<file path="src/rtl/apb_master_nslv.sv">
// rtl/apb_master_nslv.sv - parametrised APB master bridge with one-hot slave decode
// Accepts single commands, runs SETUP/ENABLE on the decoded slave and returns one response each.
module apb_master_nslv #(
   parameter int ADDR_WIDTH     = 4,
   parameter int DATA_WIDTH     = 8,
   parameter int SLV_ADDR_WIDTH = 2,
   parameter int NUM_SLAVES     = 2,
   parameter int TIMEOUT_CYCLES = 16
) (
   input  logic                             pclk,
   input  logic                             preset,
   input  logic                             cmd_valid,
   output logic                             cmd_ready,
   input  logic                             cmd_write,
   input  logic [ADDR_WIDTH-1:0]            cmd_addr,
   input  logic [DATA_WIDTH-1:0]            cmd_wdata,
   output logic                             rsp_valid,
   output logic [DATA_WIDTH-1:0]            rsp_rdata,
   output logic [2:0]                       rsp_err,
   output logic [ADDR_WIDTH-1:0]            paddr,
   output logic [DATA_WIDTH-1:0]            pwdata,
   output logic                             pwrite,
   output logic                             penable,
   output logic [NUM_SLAVES-1:0]            psel,
   input  logic [NUM_SLAVES*DATA_WIDTH-1:0] prdata,
   input  logic [NUM_SLAVES-1:0]            pready,
   input  logic [NUM_SLAVES-1:0]            pslverr
);

   localparam int IW = ADDR_WIDTH - SLV_ADDR_WIDTH;
   // A zero timeout still needs a one-bit counter to keep the logic legal.
   localparam int CW = (TIMEOUT_CYCLES > 0) ? $clog2(TIMEOUT_CYCLES + 1) : 1;

   localparam logic [1:0] ST_IDLE   = 2'd0;
   localparam logic [1:0] ST_SETUP  = 2'd1;
   localparam logic [1:0] ST_ENABLE = 2'd2;

   logic [1:0]            state;
   logic [IW-1:0]         idx_q;
   logic [CW-1:0]         cnt;
   logic [ADDR_WIDTH-1:0] addr_q;
   logic [DATA_WIDTH-1:0] wdata_q;
   logic                  write_q;

   logic [IW-1:0]         cmd_idx;
   logic                  accept;
   logic                  addr_bad;
   logic                  tmo_hit;
   logic                  sel_ready;
   logic                  sel_err;
   logic [DATA_WIDTH-1:0] sel_rdata;

   assign cmd_idx  = cmd_addr[ADDR_WIDTH-1:SLV_ADDR_WIDTH];
   assign accept   = cmd_valid && cmd_ready;
   assign addr_bad = 32'(cmd_idx) >= NUM_SLAVES;
   assign tmo_hit  = (TIMEOUT_CYCLES != 0) && ((32'(cnt) + 32'd1) == TIMEOUT_CYCLES);

   assign cmd_ready = (state == ST_IDLE);
   assign penable   = (state == ST_ENABLE);
   assign paddr     = addr_q;
   assign pwdata    = wdata_q;
   assign pwrite    = write_q;

   // Only the selected slave's handshake is visible; everything else is ignored.
   always_comb begin
      sel_ready = 1'b0;
      sel_err   = 1'b0;
      sel_rdata = '0;
      psel      = '0;
      for (int i = 0; i < NUM_SLAVES; i++) begin
         if (idx_q == IW'(i)) begin
            sel_ready = pready[i];
            sel_err   = pslverr[i];
            sel_rdata = prdata[i*DATA_WIDTH +: DATA_WIDTH];
            psel[i]   = (state != ST_IDLE);
         end
      end
   end

   always_ff @(posedge pclk) begin
      if (preset) begin
         state     <= ST_IDLE;
         idx_q     <= '0;
         cnt       <= '0;
         addr_q    <= '0;
         wdata_q   <= '0;
         write_q   <= 1'b0;
         rsp_valid <= 1'b0;
         rsp_rdata <= '0;
         rsp_err   <= 3'b000;
      end else begin
         rsp_valid <= 1'b0;
         case (state)
            ST_IDLE: begin
               if (accept) begin
                  addr_q  <= cmd_addr;
                  wdata_q <= cmd_wdata;
                  write_q <= cmd_write;
                  idx_q   <= cmd_idx;
                  cnt     <= '0;
                  if (addr_bad) begin
                     rsp_valid <= 1'b1;
                     rsp_err   <= 3'b001;
                     rsp_rdata <= '0;
                  end else begin
                     state <= ST_SETUP;
                  end
               end
            end
            ST_SETUP: state <= ST_ENABLE;
            ST_ENABLE: begin
               // Completion takes priority over a timeout landing in the same cycle.
               if (sel_ready) begin
                  state     <= ST_IDLE;
                  rsp_valid <= 1'b1;
                  rsp_err   <= {sel_err, 2'b00};
                  rsp_rdata <= (!write_q && !sel_err) ? sel_rdata : '0;
               end else if (tmo_hit) begin
                  state     <= ST_IDLE;
                  rsp_valid <= 1'b1;
                  rsp_err   <= 3'b010;
                  rsp_rdata <= '0;
               end else begin
                  cnt <= cnt + CW'(1);
               end
            end
            default: state <= ST_IDLE;
         endcase
      end
   end

endmodule
</file>
<file path="config.mk">
export PLATFORM = sky130hd
export DESIGN_NAME = apb_master_nslv
export DESIGN_NICKNAME = d
export VERILOG_FILES = /design/src/rtl/apb_master_nslv.sv
export SDC_FILE = /design/constraint.sdc
export NUM_CORES = 1
export LEC_CHECK = 0
export ABC_AREA = 1
export CORE_UTILIZATION = 35
export DETAILED_ROUTE_END_ITERATION = 8
export PLACE_DENSITY = 0.73
export SYNTH_ARGS = -nofsm -noshare
export SYNTH_HDL_FRONTEND = slang
export SYNTH_SLANG_ARGS = --single-unit
</file>
<file path="constraint.sdc">
create_clock -name pclk -period 1.8 [get_ports pclk]
set_input_delay 0.36 -clock pclk [delete_from_list [all_inputs] [get_ports pclk]]
set_output_delay 0.36 -clock pclk [all_outputs]
set_load 0.02 [all_outputs]
</file>
==> flow_metrics.env, run 1 <==
export IMPL_status="finished, final reports clean"
export IMPL_timing_hold_ws_ps=460
export IMPL_htreeDepth=2
export IMPL_insertion_delay_ps=280
export IMPL_gp_congestion=0.877
export IMPL_cts_tree="yes"
export IMPL_routed_wl_mm=3.98
export IMPL_crit_path_start_kind="register"
export IMPL_final_setup_tns_ps=0
export IMPL_drive_above_1_share=0.103
export IMPL_synthCells=225
export IMPL_arrival_ps=1350
export IMPL_endpoint_kind="primary output"
export IMPL_reg2regPathDepth=8
export IMPL_synth_edf_count=0
export IMPL_synthXorXnorAreaFrac=0.00548
export IMPL_drc_errors=0
export IMPL_hp_class="register to register"
export IMPL_dpl_hpwl_mm=2.95
export IMPL_core_area_sq_mm=0.00438
export IMPL_yosys_top_cells_area="dfxtp_1 40%, nand3_1 11%, nand2_1 9.4%, nor2_1 9.2%, a21oi_1 5.9%"
export IMPL_r2r_slack_ps=130
export IMPL_pin_count=65
export IMPL_synth_top_area_frac=0.401
export IMPL_die_area_sq_mm=0.00484
export IMPL_cts_sinks=32
export IMPL_grt_pass1_wl_mm=6.86
export IMPL_row_count=24
export IMPL_drt_vias_per_instance=4.92
export IMPL_dp_slack_ps=47.5
export IMPL_num_antenna_cells=0
export IMPL_yosys_warnings=0
export IMPL_ys_types=27
export IMPL_yosys_area_share_simple=0.390
export IMPL_die_w_um=69.6
export IMPL_yosysTopAreaCell="dfxtp_1"
export IMPL_postRouteAntennaNets=0
export IMPL_hold_viol=0
export IMPL_antenna_found_initial=0
export IMPL_critPathBufInv=1
export IMPL_synth_area_sq_mm=0.00160
export IMPL_floorplan_initialDensity=0.365
export IMPL_dp_cells=336
export IMPL_portBuffers=64
export IMPL_clk_path_buf_depth=2
export IMPL_syn_nets=262
export IMPL_globalRouteOverflowTotal=0
export IMPL_crit_family="buffers and inverters"
export IMPL_p_leak_nw=0.977
export IMPL_grt_usage=0.177
export IMPL_die_h_um=69.6
export IMPL_worstMarginPinSlew_ps=351
export IMPL_stdcell_count=343
export IMPL_cts_hold_buf=0
export IMPL_fill_cells=428
export IMPL_setup_violations=0
export IMPL_drv_slew=0
export IMPL_period_share=0.953
export IMPL_seq_area_frac_synth=0.401
export IMPL_root_buffer="clkbuf_8"
export IMPL_synthArstFlopShare=0
export IMPL_max_stage_delay_ps=650
export IMPL_cp_endpoint="paddr[3]"
export IMPL_startpoint="idx_q[1]"
export IMPL_cap_violations=0
export IMPL_syn_area_per_cell_sq_um=7.11
export IMPL_wl_per_cell_um=11.6
export IMPL_critical_path_class="register to primary output"
export IMPL_synth_compound_area_share=0.114
export IMPL_nets=328
export IMPL_drtIter0Drc=61
export IMPL_cts_buffers=5
export IMPL_slew_headroom=0.766
export IMPL_synth_top_family_by_area="simple AND/OR/NAND/NOR gates"
export IMPL_required_ps=1440
export IMPL_cp_depth=1
export IMPL_pwr_density_cell_mw_per_mm2=759
export IMPL_fmaxAchievable_mhz=583
export IMPL_grt_max_degree=29
export IMPL_first_pass_iters=4
export IMPL_grt_pass1_vias=1569
export IMPL_area_delta_synth_final_pct=48.5
export IMPL_path_max_fanout=4
export IMPL_cts_clk_slew_worst_paths_ps=60
export IMPL_num_vias=1687
export IMPL_finalWorstSetupSlack_ps=85.2
export IMPL_r2r_start="cnt[1]"
export IMPL_crit_slowest_cell="clkdlybuf4s50_1"
export IMPL_vdd_drop_max_uv=479
export IMPL_period_needed_ps=1710
export IMPL_fin_util=0.542
export IMPL_synth_adder_area_share=0.00782
export IMPL_clock_skew_ps=3.41
export IMPL_yosys_most_used_dff="dfxtp_1"
export IMPL_r2r_end="rsp_rdata[2]"
export IMPL_cp_cell_sequence="clkdlybuf4s50_1"
export IMPL_synth_mux_area_fraction=0
export IMPL_grt_setup_unrepaired="no"
export IMPL_synth_seq_cells=32
[worst min path at each step]
stage,from,end,slack [ps],cells past startpoint
6_report,rsp_err[1],rsp_err[1],460,2
5_1_grt,rsp_err[1],rsp_err[1],490,2
4_1_cts,rsp_err[1],rsp_err[1],460,2
3_5_place_dp,rsp_err[1],rsp_err[1],450,2
3_3_place_gp,rsp_err[1],rsp_err[1],450,2
2_1_floorplan,preset,cnt[3],420,1
[routing by layer]
layer / up-vias / GRT usage / wire (um)
met5: - / 0 / 0
met4: 0 / 0.0771 / 73
met3: 7 / 0.0494 / 173
met2: 43 / 0.288 / 1910
met1: 769 / 0.218 / 1820
li1: 868 / - / -
[placed cells by master, fill, tap and decap left out, types with 3 or more instances in the layout]
| cell | n |
|---|---|
| buf_4 | 6 |
| nand2_1 | 40 |
| nand3_1 | 35 |
| clkbuf_8 | 5 |
| dfxtp_1 | 32 |
| clkdlybuf4s50_1 | 60 |
| o21ai_0 | 14 |
| nand3_2 | 3 |
| a21oi_1 | 19 |
| dlygate4sd2_1 | 3 |
| nor2_1 | 39 |
| inv_1 | 10 |
| nand2_2 | 4 |
[stage by stage]
step	power (mW)	instance area, sq um
5_1_grt	1.91	2370
3_3_place_gp	1.31	2280
2_1_floorplan	1.08	1600
6_report	1.80	2370
4_1_cts	1.82	2360
3_5_place_dp	1.32	2280
[power breakdown]
part           leakage [nW]  switching [mW]  internal, mW
registers             0.264          0.0353         0.763
clock network        0.0410           0.240         0.262
logic                 0.672           0.259         0.243
[area by class of cell]
class                           instances  area (sq um)  area share
Tap cell                               52          65.1      0.0274
Sequential cell                        32           641       0.270
Inverter                               12          48.8      0.0205
Multi-Input combinational cell        169           841       0.354
Clock buffer                            6          72.6      0.0306
Clock inverter                          1          5.00     0.00211
Timing Repair Buffer                   71           702       0.296
[synth_stat cells (2+ instances only)]
library cell and number:
o21ai_0 14, buf_2 3, nor2_2 2, buf_4 3, buf_6 2, a21oi_1 19, inv_1 10, nor2_1 39
nand3_2 3, nand2_2 4, nand2_4 2, nand3_1 35, clkbuf_1 2, dfxtp_1 32, a21oi_2 2, nand4_1 2
nor3_1 2, nand2_1 40
[logic make-up (layout without fill, tap and decap cells)]
kind of cell,after synthesis,in the layout
adders and majority gates,1,1
and+or+nand+nor,132,132
AOI/OAI and AO/OA,35,35
buffers and inverters,24,90
xor gates and xnor gates,1,1
DFF,32,32
[sequential cells by signal, indices dropped and copies added (netlist names)]
signal	cells
rsp_valid	1
idx_q	2
rsp_err	3
state	2
rsp_rdata	8
paddr	2
pwdata	8
cnt	5
pwrite	1
[repair_timing]
| item | 4_1_cts | 5_1_grt |
|---|---|---|
| hold endpoints to repair | 0 | 0 |
| pin swaps | 0 | 1 |
| setup endpoints to repair | 4 | 11 |
| gates resized for setup | 4 | 4 |
| buffers inserted | 0 | 0 |
Note: power is estimated with default switching activity, not from simulation.
==> run 2, diff against run 1 <==
--- a/config.mk
+++ b/config.mk
@@ -6,6 +6,7 @@
 export NUM_CORES = 1
 export LEC_CHECK = 0
 export ABC_AREA = 1
+export CORE_ASPECT_RATIO = 2
 export CORE_UTILIZATION = 35
 export DETAILED_ROUTE_END_ITERATION = 8
 export PLACE_DENSITY = 0.73
==> flow_metrics.env, run 2 (same netlist as run 1, synthesis figures left out) <==
export IMPL_status="finished, final reports clean"
export IMPL_cts_tree="yes"
export IMPL_dp_slack_ps=32.7
export IMPL_num_antenna_cells=0
export IMPL_floorplan_initialDensity=0.365
export IMPL_gp_congestion=0.863
export IMPL_cts_sinks=32
export IMPL_grt_usage=0.184
export IMPL_vdd_drop_max_uv=705
export IMPL_cp_depth=1
export IMPL_grt_pass1_vias=1595
export IMPL_grt_use_met1=0.186
export IMPL_swShare=0.273
export IMPL_hold_viol=0
export IMPL_row_count=34
export IMPL_layout_commonest_cell="clkdlybuf4s50_1"
export IMPL_p_int_mw=1.49
export IMPL_clk_path_buf_depth=2
export IMPL_stdcell_count=346
export IMPL_p_leak_nw=1.00
export IMPL_area_delta_synth_final_pct=52.3
export IMPL_critical_path_class="register to primary output"
export IMPL_cts_clk_slew_worst_paths_ps=70
export IMPL_setup_violations=0
export IMPL_final_setup_tns_ps=0
export IMPL_die_area_sq_mm=0.00486
export IMPL_holdPathStages=2
export IMPL_root_buffer="clkbuf_8"
export IMPL_routed_wl_mm=4.09
export IMPL_wl_per_cell_um=11.8
export IMPL_drc_errors=0
export IMPL_cap_violations=0
export IMPL_core_area_sq_mm=0.00438
export IMPL_path_max_fanout=4
export IMPL_drive_above_1_share=0.113
export IMPL_antenna_found_initial=0
export IMPL_pin_count=65
export IMPL_max_stage_delay_ps=650
export IMPL_drt_vias_per_instance=4.82
export IMPL_met2_usage=0.317
export IMPL_finalWorstSetupSlack_ps=73.7
export IMPL_grtUsageMet3=0.0485
export IMPL_p_total_mw=2.04
export IMPL_cp_cell_sequence="clkdlybuf4s50_1"
export IMPL_clockPowerShare=0.370
export IMPL_period_needed_ps=1730
export IMPL_critPathBufInv=1
export IMPL_crit_path_start_kind="register"
export IMPL_htreeDepth=2
export IMPL_worstMarginPinSlew_ps=693
export IMPL_globalRouteOverflowTotal=0
export IMPL_combinationalPowerShare=0.242
export IMPL_period_share=0.959
export IMPL_crit_slowest_cell="clkdlybuf4s50_1"
export IMPL_fmaxAchievable_mhz=579
export IMPL_drtIter0Drc=15
export IMPL_die_w_um=49.8
export IMPL_insertion_delay_ps=280
export IMPL_required_ps=1440
export IMPL_num_vias=1669
export IMPL_nets=328
export IMPL_drv_slew=0
export IMPL_grt_max_degree=29
export IMPL_mostFrequentLayoutCells="59 x clkdlybuf4s50_1, 40 x nand2_1, 39 x nor2_1"
export IMPL_arrival_ps=1370
export IMPL_dpl_hpwl_mm=2.96
export IMPL_cts_buffers=5
export IMPL_pwr_density_cell_mw_per_mm2=839
export IMPL_portBuffers=64
export IMPL_postRouteAntennaNets=0
export IMPL_reg2regPathDepth=10
export IMPL_crit_family="buffers and inverters"
export IMPL_grt_pass1_wl_mm=6.95
export IMPL_cts_hold_buf=0
export IMPL_hp_class="register to register"
export IMPL_top_usage_layer="met2"
export IMPL_first_pass_iters=4
export IMPL_grt_setup_unrepaired="no"
export IMPL_sequentialPowerShare=0.388
export IMPL_power_switching_mw=0.557
export IMPL_slew_headroom=0.537
export IMPL_dp_cells=337
export IMPL_clock_skew_ps=3.65
export IMPL_die_h_um=97.6
export IMPL_endpoint_kind="primary output"
run 2: final timing paths:
kind | start | end | slack (ps)
max | idx_q[1] | paddr[3] | 70
min reg2reg | rsp_err[1] | rsp_err[1] | 460
min | rsp_err[1] | rsp_err[1] | 460
max reg2reg | idx_q[1] | rsp_rdata[7] | 210
run 2: routing by layer:
layer  vias to the layer above  wire [um]
met5                         -          0
met4                         0        171
met3                        14        173
met2                        48       2220
met1                       738       1520
li1                        869          -
run 2: timing repair:
action                                  CTS  global route
setup buffers                             0             0
endpoints found under the setup margin    5            16
pin swaps                                 0             1
gates cloned                              0             1
resized for setup                         5             6
endpoints found under the hold margin     0             0
run 2: area by class of cell:
class | count | area, sq um
clock buffers | 7 | 96.3
clock inverters | 1 | 30.0
fillers | 418 | 1950
inverters | 12 | 48.8
multi-input cells | 170 | 872
flip-flops and latches | 32 | 641
well taps | 54 | 67.6
repair buffers | 70 | 679
run 2: through the flow:
step,hold WS [ps],instance area [sq um],util
finish,459,2430,0.556
global route,494,2430,0.556
CTS,462,2390,0.545
detailed placement,449,2270,0.517
global placement,449,2270,0.517
floorplan,422,1600,-
run 2: power by group through the flow:
| stage | clock network, mW | logic (mW) | registers [mW] |
|---|---|---|---|
| 6_report | 0.756 | 0.495 | 0.794 |
| 4_1_cts | 0.771 | 0.492 | 0.793 |
| 2_1_floorplan | 0 | 0.214 | 0.868 |
| 3_5_place_dp | 0 | 0.495 | 0.809 |
| 5_1_grt | 0.805 | 0.545 | 0.801 |
| 3_3_place_gp | 0 | 0.490 | 0.808 |
==> run 3, diff against run 2 <==
--- a/config.mk
+++ b/config.mk
@@ -9,7 +9,8 @@
 export CORE_ASPECT_RATIO = 2
 export CORE_UTILIZATION = 35
 export DETAILED_ROUTE_END_ITERATION = 8
-export PLACE_DENSITY = 0.73
+export HOLD_SLACK_MARGIN = 0.1
+export PLACE_DENSITY = 0.77
 export SYNTH_ARGS = -nofsm -noshare
 export SYNTH_HDL_FRONTEND = slang
 export SYNTH_SLANG_ARGS = --single-unit
==> flow_metrics.env, run 3 (same netlist as run 1, synthesis figures left out) <==
export IMPL_fmaxAchievable_mhz=587
export IMPL_cts_hold_buf=0
export IMPL_num_vias=1693
export IMPL_setup_violations=0
export IMPL_period_share=0.946
export IMPL_hp_class="register to register"
export IMPL_final_cell_area_sq_mm=0.00243
export IMPL_first_pass_iters=4
export IMPL_area_delta_synth_final_pct=52.0
export IMPL_nets=327
export IMPL_wl_per_cell_um=11.7
export IMPL_p_int_mw=1.49
export IMPL_crit_path_start_kind="register"
export IMPL_cap_violations=0
export IMPL_grt_setup_unrepaired="no"
export IMPL_grt_usage=0.170
export IMPL_pin_count=65
export IMPL_multi_input_area_sq_um=867
export IMPL_drv_slew=0
export IMPL_fill_cells=409
export IMPL_p_total_mw=2.05
export IMPL_postRouteAntennaNets=0
export IMPL_num_antenna_cells=0
export IMPL_grt_pass1_wl_mm=6.42
export IMPL_mostFrequentLayoutCells="59 x clkdlybuf4s50_1, 40 x nand2_1, 39 x nor2_1"
export IMPL_critPathBufInv=3
export IMPL_period_needed_ps=1700
export IMPL_status="finished, final reports clean"
export IMPL_drc_errors=0
export IMPL_crit_family="buffers and inverters"
export IMPL_vdd_drop_max_uv=535
export IMPL_path_max_fanout=4
export IMPL_insertion_delay_ps=280
export IMPL_fin_util=0.555
export IMPL_combinationalPowerShare=0.244
export IMPL_seq_area_sq_um=641
export IMPL_pwr_density_cell_mw_per_mm2=843
export IMPL_critical_path_class="register to primary output"
export IMPL_place_area_sq_mm=0.00227
export IMPL_clockPowerShare=0.369
export IMPL_die_area_sq_mm=0.00486
export IMPL_final_setup_tns_ps=0
export IMPL_cts_sinks=32
export IMPL_gp_congestion=0.854
export IMPL_worstMarginPinSlew_ps=680
export IMPL_slew_headroom=0.546
export IMPL_arrival_ps=1340
export IMPL_clock_skew_ps=4.46
export IMPL_dpl_hpwl_mm=2.95
export IMPL_globalRouteOverflowTotal=0
export IMPL_power_switching_mw=0.561
export IMPL_floorplan_initialDensity=0.365
export IMPL_layout_commonest_cell="clkdlybuf4s50_1"
export IMPL_post_cts_buffers=0
export IMPL_grt_max_degree=29
export IMPL_die_h_um=97.6
export IMPL_crit_slowest_cell="dfxtp_1"
export IMPL_htreeDepth=2
export IMPL_cts_clk_slew_worst_paths_ps=70
export IMPL_drtIter0Drc=20
export IMPL_grt_pass1_vias=1508
export IMPL_swShare=0.274
export IMPL_critPathMostFrequentCell="inv_1"
export IMPL_cts_tree="yes"
export IMPL_p_leak_nw=1.00
export IMPL_clk_path_buf_depth=2
export IMPL_endpoint_kind="primary output"
export IMPL_routed_wl_mm=4.04
export IMPL_required_ps=1440
export IMPL_sequentialPowerShare=0.388
export IMPL_die_w_um=49.8
export IMPL_drive_above_1_share=0.107
export IMPL_row_count=34
export IMPL_cp_cell_sequence="inv_1 > nand2_1 > inv_1 > nor3_1 > dlygate4sd2_1"
export IMPL_antenna_found_initial=0
export IMPL_max_stage_delay_ps=360
export IMPL_core_area_sq_mm=0.00438
export IMPL_drt_vias_per_instance=4.91
export IMPL_hold_viol=0
export IMPL_portBuffers=64
export IMPL_root_buffer="clkbuf_8"
export IMPL_cts_buffers=5
[run 3: cell count changes in the layout (fill, tap and decap cells not counted), sizes merged]
cell / previous run / this run
buf: 6 / 5
clkinv: 0 / 1
clkinvlp: 1 / 0
[run 3: worst paths after layout]
| check | from | endpoint | slack (ps) | cells after the start |
|---|---|---|---|---|
| setup / recovery | state[0] | psel[0] | 100 | 5 |
| hold / removal | rsp_err[1] | rsp_err[1] | 460 | 2 |
| setup reg to reg | idx_q[0] | rsp_rdata[0] | 200 | 10 |
| hold reg to reg | rsp_err[1] | rsp_err[1] | 460 | 2 |
[run 3: through the flow]
step	instances	setup slack, ps	hold WS (ps)
5_1_grt	345	15.8	490
3_3_place_gp	336	87.6	450
2_1_floorplan	225	302	422
6_report	345	97.7	459
3_5_place_dp	336	60.4	450
4_1_cts	344	83.6	462
[run 3: cell type report]
class | instances | share of cell area
repair buffers | 69 | 0.282
inverters | 12 | 0.0185
clock inverters | 1 | 0.0124
flip-flops and latches | 32 | 0.264
multi-input cells | 170 | 0.357
clock buffers | 7 | 0.0396
well taps | 54 | 0.0278
[run 3: routing by layer]
layer  share of wire  vias to the layer above  global-route usage
met5               0                        -                   0
met4           0.022                        0              0.0835
met3           0.046                        7              0.0360
met2            0.55                       54               0.307
met1            0.39                      766               0.179
li1                -                      866                   -
[run 3: power by group through the flow]
stage | logic (mW) | registers [mW] | clock network [mW]
floorplan | 0.214 | 0.868 | 0
global placement | 0.497 | 0.809 | 0
detailed placement | 0.500 | 0.810 | 0
CTS | 0.497 | 0.795 | 0.767
global route | 0.546 | 0.801 | 0.801
finish | 0.499 | 0.795 | 0.756
[run 3: what timing repair did]
action	4_1_cts	5_1_grt
pin swaps	0	1
resized for setup	5	4
setup endpoints to repair	5	13
gates cloned	0	1
[run 3: worst min-delay path: stages (launching register included)]
cell,delay [ps]
dfxtp_1,310
inv_1,60
a21oi_2,50
